File: src/rtl/mips_16_pc_trace_buffer.sv
// PC trace buffer: captures {pc, instruction, timestamp} on PC change while RUN; halts on breakpoint.
// Circular buffer overwrites the oldest entry when full; one-cycle registered pop read.
`ifndef PC_WIDTH
`define PC_WIDTH 16
`endif

module mips_16_pc_trace_buffer #(
    parameter int PC_WIDTH    = `PC_WIDTH,
    parameter int INSTR_WIDTH = 16,
    parameter int DEPTH       = 16,
    parameter int TS_WIDTH    = 16
) (
    input  logic                     clk,
    input  logic                     rst,
    input  logic [PC_WIDTH-1:0]      pc,
    input  logic [INSTR_WIDTH-1:0]   instruction,
    input  logic                     trace_en,
    input  logic                     bp_en,
    input  logic [PC_WIDTH-1:0]      bp_addr,
    input  logic                     resume,
    input  logic                     clear,
    input  logic                     rd_req,
    output logic                     rd_valid,
    output logic [PC_WIDTH-1:0]      rd_pc,
    output logic [INSTR_WIDTH-1:0]   rd_instr,
    output logic [TS_WIDTH-1:0]      rd_ts,
    output logic [$clog2(DEPTH):0]   count,
    output logic                     overflow,
    output logic                     halt
);
    localparam int PW = $clog2(DEPTH);
    localparam int CW = PW + 1;

    typedef enum logic [1:0] {IDLE, RUN, HALT} state_t;

    state_t                  state_q, state_d;
    logic                    first_q;
    logic [PC_WIDTH-1:0]     last_pc_q;
    logic [TS_WIDTH-1:0]     ts_q;
    logic [PW-1:0]           wr_ptr_q, wr_ptr_d;
    logic [PW-1:0]           rd_ptr_q, rd_ptr_d;
    logic [CW-1:0]           count_q, count_d;
    logic                    overflow_q, overflow_d;
    logic                    rd_valid_q;
    logic [PC_WIDTH-1:0]     rd_pc_q;
    logic [INSTR_WIDTH-1:0]  rd_instr_q;
    logic [TS_WIDTH-1:0]     rd_ts_q;

    logic [PC_WIDTH-1:0]     mem_pc    [DEPTH];
    logic [INSTR_WIDTH-1:0]  mem_instr [DEPTH];
    logic [TS_WIDTH-1:0]     mem_ts    [DEPTH];

    logic bp_hit, capture, cap_ok, pop_ok, full;

    assign bp_hit  = bp_en && (pc == bp_addr);
    assign capture = (state_q == RUN) && ((pc != last_pc_q) || first_q);
    assign cap_ok  = capture && !clear;
    assign pop_ok  = rd_req && (count_q != '0) && !clear;
    assign full    = (count_q == CW'(DEPTH));

    always_comb begin
        state_d = state_q;
        case (state_q)
            IDLE:    if (trace_en) state_d = RUN;
            RUN:     if (bp_hit) state_d = HALT;
                     else if (!trace_en) state_d = IDLE;
            HALT:    if (resume) state_d = IDLE;
            default: state_d = IDLE;
        endcase
    end

    always_comb begin
        wr_ptr_d   = wr_ptr_q;
        rd_ptr_d   = rd_ptr_q;
        count_d    = count_q;
        overflow_d = overflow_q;
        if (clear) begin
            wr_ptr_d   = '0;
            rd_ptr_d   = '0;
            count_d    = '0;
            overflow_d = 1'b0;
        end else begin
            if (cap_ok) wr_ptr_d = wr_ptr_q + 1'b1;
            if (pop_ok) rd_ptr_d = rd_ptr_q + 1'b1;
            if (cap_ok && !pop_ok) begin
                // Full buffer: drop the oldest entry to make room.
                if (full) begin
                    rd_ptr_d   = rd_ptr_q + 1'b1;
                    overflow_d = 1'b1;
                end else begin
                    count_d = count_q + 1'b1;
                end
            end else if (pop_ok && !cap_ok) begin
                count_d = count_q - 1'b1;
            end
        end
    end

    always_ff @(posedge clk or posedge rst) begin
        if (rst) begin
            state_q    <= IDLE;
            first_q    <= 1'b0;
            last_pc_q  <= '0;
            ts_q       <= '0;
            wr_ptr_q   <= '0;
            rd_ptr_q   <= '0;
            count_q    <= '0;
            overflow_q <= 1'b0;
            rd_valid_q <= 1'b0;
            rd_pc_q    <= '0;
            rd_instr_q <= '0;
            rd_ts_q    <= '0;
        end else begin
            state_q    <= state_d;
            first_q    <= (state_q == IDLE) && (state_d == RUN);
            last_pc_q  <= pc;
            ts_q       <= ts_q + 1'b1;
            wr_ptr_q   <= wr_ptr_d;
            rd_ptr_q   <= rd_ptr_d;
            count_q    <= count_d;
            overflow_q <= overflow_d;
            rd_valid_q <= pop_ok;
            if (pop_ok) begin
                rd_pc_q    <= mem_pc[rd_ptr_q];
                rd_instr_q <= mem_instr[rd_ptr_q];
                rd_ts_q    <= mem_ts[rd_ptr_q];
            end
        end
    end

    always_ff @(posedge clk) begin
        if (cap_ok) begin
            mem_pc[wr_ptr_q]    <= pc;
            mem_instr[wr_ptr_q] <= instruction;
            mem_ts[wr_ptr_q]    <= ts_q;
        end
    end

    assign rd_valid = rd_valid_q;
    assign rd_pc    = rd_pc_q;
    assign rd_instr = rd_instr_q;
    assign rd_ts    = rd_ts_q;
    assign count    = count_q;
    assign overflow = overflow_q;
    assign halt     = (state_q == HALT);
endmodule

File: config.mk
export PLATFORM = sky130hd
export DESIGN_NAME = mips_16_pc_trace_buffer
export DESIGN_NICKNAME = d
export VERILOG_FILES = /design/src/rtl/mips_16_pc_trace_buffer.sv
export SDC_FILE = /design/constraint.sdc
export NUM_CORES = 1
export LEC_CHECK = 0
export CORE_ASPECT_RATIO = 1.5
export CORE_MARGIN = 3
export CORE_UTILIZATION = 61
export DETAILED_ROUTE_END_ITERATION = 10
export PLACE_DENSITY = 0.76
export SYNTH_ARGS = -nofsm -noshare
export SYNTH_HDL_FRONTEND = slang
export SYNTH_SLANG_ARGS = --single-unit
export TNS_END_PERCENT = 1
File: constraint.sdc
create_clock -name clk -period 7.8 [get_ports clk]
set_input_delay 1.56 -clock clk [delete_from_list [all_inputs] [get_ports clk]]
set_output_delay 1.56 -clock clk [all_outputs]
set_load 0.03 [all_outputs]
==> results.json, run 1 <==
{
  "via_per_inst": 6.568,
  "wl_per_cell_um": 30.72,
  "grt_pass1_wl_um": 107100,
  "netlist.area_leader.share_pct": 68.08,
  "post-route-min-period_ns": 5.082,
  "yosys.cell_types.count": 49,
  "grt.busiest_layer": "met2",
  "synth_area_um2": 33880,
  "synth_edf_count": 768,
  "h-tree-depth": 3,
  "yosysSeqAreaShare_pct": 75.32,
  "globalplace.congestion": 0.7780,
  "avgSynthCellArea_um2": 24.06,
  "maxSlewViolCount": 0,
  "cts-root-buf": "clkbuf_16",
  "worstPathRequired_ns": 8.10,
  "die_w_um": 198.4,
  "worst_setup_path_start_kind": "input port",
  "final_hold_viol_count": 0,
  "hold_class": "register to register",
  "ys_async_sr_fraction_pct": 11.32,
  "die_area_um2": 58460,
  "syn_nets": 1474,
  "dp_hpwl_um": 36470,
  "hold_buffers": 0,
  "clockBufferDepth": 3,
  "met1_usage_pct": 34.48,
  "power.leakage_nw": 12.38,
  "drcViolationCount": 0,
  "met3_usage_pct": 4.254,
  "fmax_mhz": 196.8,
  "finalCritPeriodShare_pct": 65.16,
  "drtAntennaViolNets": 0,
  "ys_warn_count": 0,
  "relSlewSlack_pct": 19.83,
  "grt_max_degree": 90,
  "syn2layout_area_growth_pct": 12.92,
  "grt_pass1_vias": 16300,
  "worstSetupPathType": "input port to register",
  "antenna_found_initial": 2,
  "stdcell_count": 2317,
  "numClockSinks": 866,
  "worst-path-max-fanout": 34,
  "synthTopCellsByArea": "edfxtp_1 (68%), mux4_2 (8.7%), mux4_1 (8.5%)",
  "ys_seq_elements": 866,
  "clock_latency_ns": 0.61,
  "use_met2_pct": 43.16,
  "num_rows": 105,
  "io_pins": 111,
  "initial_core_util_pct": 61.84,
  "die_h_um": 294.6,
  "fill_cells": 3190,
  "skew_ns": 0.02108,
  "routed_wl_um": 71180,
  "cts_tree": "built",
  "vias": 15220,
  "arrival_ns": 5.38,
  "synth_flop_cell": "edfxtp_1",
  "endpoint_kind": "register",
  "post_cts_buffers": 0,
  "cts_buffers": 77,
  "drt_first_pass_iters": 5,
  "syn_inst": 1408,
  "drive_gt1_share_pct": 21.54,
  "finalPower_mw": 11.53,
  "r2r_slack_ns": 4.06,
  "peakVddDrop_v": 0.0002582,
  "final_cell_mix": "edfxtp_1 (768), mux4_2 (131), clkdlybuf4s50_1 (110)",
  "drt-initial-drc-count": 1506,
  "crit_start": "pc[12]",
  "multi_input_area_um2": 7914,
  "tightest_slew_ns": 1.203,
  "rsz0062_at_grt": "false",
  "regArea_um2": 25530,
  "post_cts_resized": 0,
  "grtUsageTotal_pct": 25.36,
  "coreArea_um2": 54780,
  "place_ws_ns": 2.085,
  "status": "complete, no violations",
  "io_buffers": 110,
  "p_per_area_nw_per_um2": 301.3,
  "overflow": 0,
  "r2r_start": "rd_ptr_q[0]$_DFF_PP0_",
  "placedCellCount": 2176,
  "hold_start": "state_q[1]$_DFF_PP0_",
  "setup_slack_ns": 2.718,
  "maxCapViolCount": 0,
  "fin_nets": 1626,
  "setup_viol": 0,
  "synth_area_leader_cell": "edfxtp_1",
  "clkTransAtPathRegs_ns": 0.07,
  "mostFrequentLayoutCell": "edfxtp_1"
}
per-stage QoR:
step                cell area [um^2]  utilization (%)  hold slack, ns  TNS, ns
floorplan                      33880                -          0.4371   -7.823
global placement               35670            65.10          0.4635        0
detailed placement             35670            65.10          0.4734        0
CTS                            38250            69.81          0.4903        0
global route                   38250            69.81          0.5113        0
finish                         38250            69.82          0.4915        0
sequential cells by signal, summed over array words and instances (netlist names), 5 cells and up:
signal / flops
rd_pc: 16
ts_q: 16
rd_instr: 16
mem_instr: 256
mem_ts: 256
count: 5
mem_pc: 256
last_pc_q: 16
rd_ts: 16
final cells by class:
class                      count  share of cell area (%)
multi-input combinational    469                   20.69
clock buffer                 106                   5.616
antenna                        2                 0.01308
sequential                   866                   66.73
tap                          695                   2.273
clock inverter                33                   1.128
timing repair buffer         138                   3.461
inverter                       8                 0.08505
synthesized netlist by cell type (all sizes together), types with 2 or more instances:
library cell  instances
a21o                  2
a21oi                 7
and3                 15
and4b                 2
buf                  32
clkbuf               33
dfrtp                98
edfxtp              768
ha                   10
inv                   8
mux2                 52
mux4                240
nand2                 9
nand2b                4
nand3                14
nand4                 6
nor2                 18
nor2b                 7
nor4                  4
nor4b                 2
o211ai                2
o21ai                 4
o32ai                 3
or3                   4
xnor2                32
xor2                 19
kinds of logic (layout without fill, tap and decap cells):
family | count (synthesis) | count (layout) | synth area share [%]
compound gates | 25 | 25 | 0.5023
xor+xnor | 51 | 51 | 1.319
fa+ha+maj | 11 | 11 | 0.4284
buf+inv | 73 | 285 | 1.529
flops | 866 | 866 | 75.32
mux | 293 | 293 | 19.45
other cells | 0 | 2 | 0
simple gates | 89 | 89 | 1.452
routing by layer:
layer,vias to the layer above,part of all wire (%)
li1,6324,-
met1,8157,38
met2,609,53
met3,128,6.4
met4,0,2.5
met5,-,0
critical path: stages:
cell,delay (ns)
clkdlybuf4s50_1,0.99
xor2_1,0.26
nor4_1,0.12
nand3_1,0.20
o21ai_1,0.25
nor2_1,0.47
and3_2,1.09
buf_4,0.42
where the power goes:
part	switching, mW	internal (mW)	leakage [nW]
Combinational	1.02	1.19	3.05
Sequential	0.227	5.21	8.06
Clock	1.61	2.27	1.27
final timing paths:
| path | end | cells after the start |
|---|---|---|
| hold reg to reg | state_q[1]$_DFF_PP0_ | 1 |
| min in group asynchronous | rd_pc[13]$_DFFE_PP0P_ | 2 |
| max in group asynchronous | rd_ptr_q[0]$_DFF_PP0_ | 3 |
| hold / removal | state_q[1]$_DFF_PP0_ | 1 |
| setup reg to reg | rd_pc[7]$_DFFE_PP0P_ | 4 |
| setup / recovery | mem_instr[6][15]$_DFFE_PP_ | 8 |
Power figures use the tool's default switching activity.
==> run 2: changes to the inputs <==
Clock period 7.8 ns to 5.3 ns, I/O delays scaled along.
==> run 2 against run 1 <==
Register-to-register slack got worse by 2.4 ns. Highest routed layer unchanged. Non-clock buffer count increased by 19. Combinational power increased by 51%. Critical path type unchanged. Largest cell class unchanged.
==> results.json, run 2 (synthesis gave the netlist of run 1 again) <==
{
  "clock_latency_ns": 0.63,
  "worst-path-max-fanout": 19,
  "finalCritPeriodShare_pct": 75.68,
  "p_seq_share_pct": 45.9,
  "relSlewSlack_pct": 27.15,
  "die_w_um": 198.4,
  "clockBufferDepth": 3,
  "place_ws_ns": 0.7033,
  "drtAntennaViolNets": 0,
  "peakVddDrop_v": 0.0003540,
  "dp_hpwl_um": 37960,
  "rsz0062_at_grt": "false",
  "drt-initial-drc-count": 1436,
  "fin_util_pct": 70.68,
  "mostFrequentLayoutCell": "edfxtp_1",
  "grt_pass1_vias": 16420,
  "coreArea_um2": 54780,
  "endpoint_kind": "register",
  "cts_tree": "built",
  "num_rows": 105,
  "fmax_mhz": 249.3,
  "clock_power_share_pct": 34.9,
  "setup_viol": 0,
  "crit_top_cell": "buf_4",
  "grt_max_degree": 81,
  "die_area_um2": 58460,
  "grtUsageTotal_pct": 25.22,
  "pwr-share-comb_pct": 19.3,
  "hold_class": "register to register",
  "fin_nets": 1646,
  "worst_setup_path_start_kind": "input port",
  "intPower_mw": 13.08,
  "die_h_um": 294.6,
  "fill_cells": 3062,
  "cts-root-buf": "clkbuf_16",
  "reg2reg_to": "count[4]$_DFFE_PP0P_",
  "routed_wl_um": 71130,
  "skew_ns": 0.02406,
  "vias": 15260,
  "setup_slack_ns": 1.289,
  "arrival_ns": 4.29,
  "status": "complete, no violations",
  "clkTransAtPathRegs_ns": 0.06,
  "p_per_area_nw_per_um2": 447.9,
  "r2r_start": "count[1]$_DFFE_PP0P_",
  "drcViolationCount": 0,
  "max_stage_delay_ns": 0.65,
  "initial_core_util_pct": 61.84,
  "globalplace.congestion": 0.7524,
  "reg2reg_depth": 11,
  "worst_path_max_delay_cell": "and3_2",
  "worstPathRequired_ns": 5.58,
  "crit_chain": "clkdlybuf4s50_1 > xor2_1 > nor4_1 > buf_4 > nand3_1 > o21a_1 > and2_0 > and3_2 > buf_4",
  "h-tree-depth": 3,
  "overflow": 0,
  "power.leakage_nw": 12.59,
  "r2r_slack_ns": 1.66,
  "final_cell_mix": "edfxtp_1 (768), mux4_2 (131), clkdlybuf4s50_1 (110)",
  "p_sw_share_pct": 24.58,
  "post_cts_resized": 0,
  "drive_gt1_share_pct": 22.78,
  "wl_per_cell_um": 30.35,
  "drt_first_pass_iters": 5,
  "p_sw_mw": 4.263,
  "syn2layout_area_growth_pct": 14.30,
  "worstSetupPathType": "input port to register",
  "maxSlewViolCount": 0,
  "stdcell_area_um2": 38720,
  "via_per_inst": 6.510,
  "place_area_um2": 35910,
  "tightest_slew_ns": 1.093,
  "hold_buffers": 0,
  "antenna_found_initial": 3,
  "min_path_cells": 1,
  "top_regs": "mem_instr: 256 flops, mem_pc: 256 flops, mem_ts: 256 flops",
  "io_buffers": 110,
  "io_pins": 111,
  "numClockSinks": 866,
  "worstHoldEndpoint": "first_q$_DFF_PP0_",
  "final_hold_viol_count": 0,
  "cts_buffers": 78,
  "post-route-min-period_ns": 4.011,
  "hold_start": "state_q[0]$_DFF_PP0_",
  "post_cts_buffers": 0,
  "grt_pass1_wl_um": 106500,
  "maxCapViolCount": 0
}
-- run 2: critical path, delay by kind of cell --
kind	cells	cell delay [ns]
xor gates and xnor gates	1	0.44
and+or+nand+nor	4	1.35
AOI/OAI and AO/OA	1	0.30
buffers and inverters	3	1.12
-- run 2: layer usage --
metal	part of all wire [%]	GRT usage (%)
met5	0	0
met4	3.0	8.148
met3	6.7	4.723
met2	52	42.41
met1	38	34.17
-- run 2: power groups by stage --
stage,combinational [mW],sequential [mW],clock [mW]
6_report,3.34,7.96,6.05
5_1_grt,3.52,7.99,6.38
4_1_cts,3.39,7.97,6.13
3_5_place_dp,3.36,8.10,0
3_3_place_gp,3.33,8.09,0
2_1_floorplan,2.19,8.34,0
-- run 2: area by class of cell --
cell class                      count  area (um^2)  share of cell area (%)
Sequential cell                   866        25530                   65.93
Clock inverter                     36        534.3                   1.380
Inverter                            8        32.53                 0.08402
Antenna cell                        3        7.507                 0.01939
Multi-Input combinational cell    469         7914                   20.44
Timing Repair Buffer              157         1567                   4.046
Clock buffer                      110         2268                   5.859
Tap cell                          695        869.6                   2.246
-- run 2: worst max path at each step --
stage	from	end	slack, ns	cells past startpoint
floorplan	pc[8]	mem_instr[3][0]$_DFFE_PP_	-2.16	6
global placement	pc[10]	mem_ts[15][3]$_DFFE_PP_	0.75	8
detailed placement	pc[10]	mem_ts[15][2]$_DFFE_PP_	0.70	8
CTS	pc[10]	mem_instr[15][13]$_DFFE_PP_	1.34	8
global route	pc[10]	count[4]$_DFFE_PP0P_	1.16	14
finish	pc[10]	mem_ts[12][1]$_DFFE_PP_	1.29	9
-- run 2: through the flow --
stage          setup TNS, ns  hold WS [ns]  total power, mW  cells
3_5_place_dp               0        0.4811            11.46   2195
4_1_cts                    0        0.4863            17.49   2341
5_1_grt                    0        0.5025            17.90   2341
2_1_floorplan        -103.82        0.4371            10.54   1408
3_3_place_gp               0        0.4827            11.42   2195
6_report                   0        0.4899            17.34   2344
==> run 3: changes to the inputs <==
Settings changed: CORE_UTILIZATION 61 to 55, PLACE_DENSITY 0.76 to 0.73.
Clock period 5.3 ns to 3.4 ns, I/O delays scaled along.
==> run 3 against run 2 <==
Clock skew is 0.0013 ns higher. Setup slack got worse by 1.1 ns. Routed wire length increased by 1.4%. Global-route usage down 2.6 points. Clock-buffer cell count shrank 19. Combinational power increased by 64%. Sequential power grew 55%. Flip-flop and latch count did not move. Power increased by 56%. Via count up 1.1%. First-iteration DRC count down 12%. Register-to-register slack worse by 1.3 ns. Critical path type unchanged. Largest cell class unchanged.
==> results.json, run 3 (synthesis gave the netlist of run 1 again) <==
{
  "status": "complete, no violations",
  "worst-path-max-fanout": 3,
  "post_cts_resized": 0,
  "initial_core_util_pct": 55.94,
  "fmax_mhz": 313.4,
  "crit_top_cell": "buf_4",
  "hold_buffers": 0,
  "io_buffers": 110,
  "io_pins": 111,
  "syn2layout_area_growth_pct": 17.32,
  "post_cts_buffers": 0,
  "num_rows": 110,
  "final_cell_mix": "edfxtp_1 (768), mux4_2 (131), clkdlybuf4s50_1 (110)",
  "vias": 15430,
  "h-tree-depth": 3,
  "power.leakage_nw": 13.00,
  "relSlewSlack_pct": 26.84,
  "maxCapViolCount": 0,
  "worst_setup_path_start_kind": "input port",
  "clock_latency_ns": 0.62,
  "setup_viol": 0,
  "skew_ns": 0.02531,
  "hold_class": "input port to async pin",
  "max_stage_delay_ns": 0.50,
  "stdcell_count": 2487,
  "drtAntennaViolNets": 0,
  "grt_pass1_vias": 16420,
  "grt_max_degree": 54,
  "clockBufferDepth": 3,
  "mostFrequentLayoutCell": "edfxtp_1",
  "fin_util_pct": 65.63,
  "maxSlewViolCount": 0,
  "die_w_um": 208.6,
  "tightest_slew_ns": 1.097,
  "reg2reg_depth": 12,
  "clkTransAtPathRegs_ns": 0.07,
  "routed_wl_um": 72120,
  "coreArea_um2": 60560,
  "stdcell_area_um2": 39740,
  "dp_hpwl_um": 43250,
  "peakVddDrop_v": 0.0004982,
  "drt_first_pass_iters": 7,
  "diodes": 0,
  "finalPower_mw": 27.06,
  "arrival_ns": 3.72,
  "worst_path_max_delay_cell": "nor4_1",
  "setup_tns_ns": 0,
  "top_regs": "mem_instr: 256 flops, mem_pc: 256 flops, mem_ts: 256 flops",
  "crit_chain": "clkdlybuf4s50_1 > xor2_1 > buf_4 > nor4_1 > nand3_1 > o21a_2 > nand3b_1 > fa_1 > a21o_1 > a21oi_1 > buf_4 > or3_1 > a31oi_1",
  "drt-initial-drc-count": 1265,
  "place_area_um2": 37040,
  "post-route-min-period_ns": 3.191,
  "die_area_um2": 64670,
  "p_per_area_nw_per_um2": 680.9,
  "via_per_inst": 6.202,
  "final_hold_viol_count": 0,
  "antenna_found_initial": 0,
  "grt_pass1_wl_um": 107600,
  "cts_buffers": 75,
  "grtUsageTotal_pct": 22.66,
  "placedCellCount": 2348,
  "cts_tree": "built",
  "wl_per_cell_um": 29.00,
  "die_h_um": 310.0,
  "worstPathRequired_ns": 3.93,
  "globalplace.congestion": 0.8563,
  "fin_nets": 1707,
  "rsz0062_at_grt": "false",
  "overflow": 0,
  "endpoint_kind": "register",
  "worstSetupPathType": "input port to register",
  "cts-root-buf": "clkbuf_16",
  "finalCritPeriodShare_pct": 93.85,
  "drcViolationCount": 0,
  "numClockSinks": 866,
  "drive_gt1_share_pct": 25.90
}
run 3: cell type report:
| cell class | count | area (um^2) |
|---|---|---|
| clock buffer | 91 | 2009 |
| clock inverter | 48 | 698.2 |
| fill | 3821 | 20810 |
| inverter | 8 | 32.53 |
| multi-input combinational | 469 | 7959 |
| sequential | 866 | 25530 |
| tap | 784 | 980.9 |
| timing repair buffer | 221 | 2535 |
run 3: final timing paths:
path / startpoint / to / slack, ns
setup / recovery: pc[12] / count[4]$_DFFE_PP0P_ / 0.21
hold / removal: rst / rd_pc[12]$_DFFE_PP0P_ / 0.41
setup reg to reg: last_pc_q[12]$_DFF_PP0_ / count[4]$_DFFE_PP0P_ / 0.38
hold reg to reg: state_q[1]$_DFF_PP0_ / state_q[1]$_DFF_PP0_ / 0.50
max in group asynchronous: rst / rd_pc[1]$_DFFE_PP0P_ / 2.28
min in group clk: state_q[1]$_DFF_PP0_ / state_q[1]$_DFF_PP0_ / 0.50
run 3: per-layer routing:
layer	vias up	routed length (um)	GRT usage, %
met3	120	4020	3.399
met5	-	0	0
met2	605	37850	39.47
li1	6484	-	-
met4	0	2130	7.637
met1	8216	28120	29.90
run 3: critical path, delay by kind of cell:
family          cells  cell delay, ns
buf+inv             3            0.75
xor+xnor            1            0.18
simple gates        4            1.22
fa+ha+maj           1            0.24
compound gates      4            0.65
run 3: stage by stage:
stage | setup WS (ns) | hold WS, ns
after detailed placement | -0.4318 | 0.4802
final | 0.2090 | 0.4071
after global placement | -0.3987 | 0.4683
after CTS | 0.2096 | 0.3974
after floorplan | -0.02390 | 0.4371
after global routing | 0.02317 | 0.4348
run 3: report_power, final:
group / switching (mW) / internal, mW / leakage, nW
sequential: 0.363 / 11.9 / 8.06
clock: 3.74 / 5.54 / 1.33
combinational: 2.56 / 2.91 / 3.62
total: 6.66 / 20.4 / 13.0
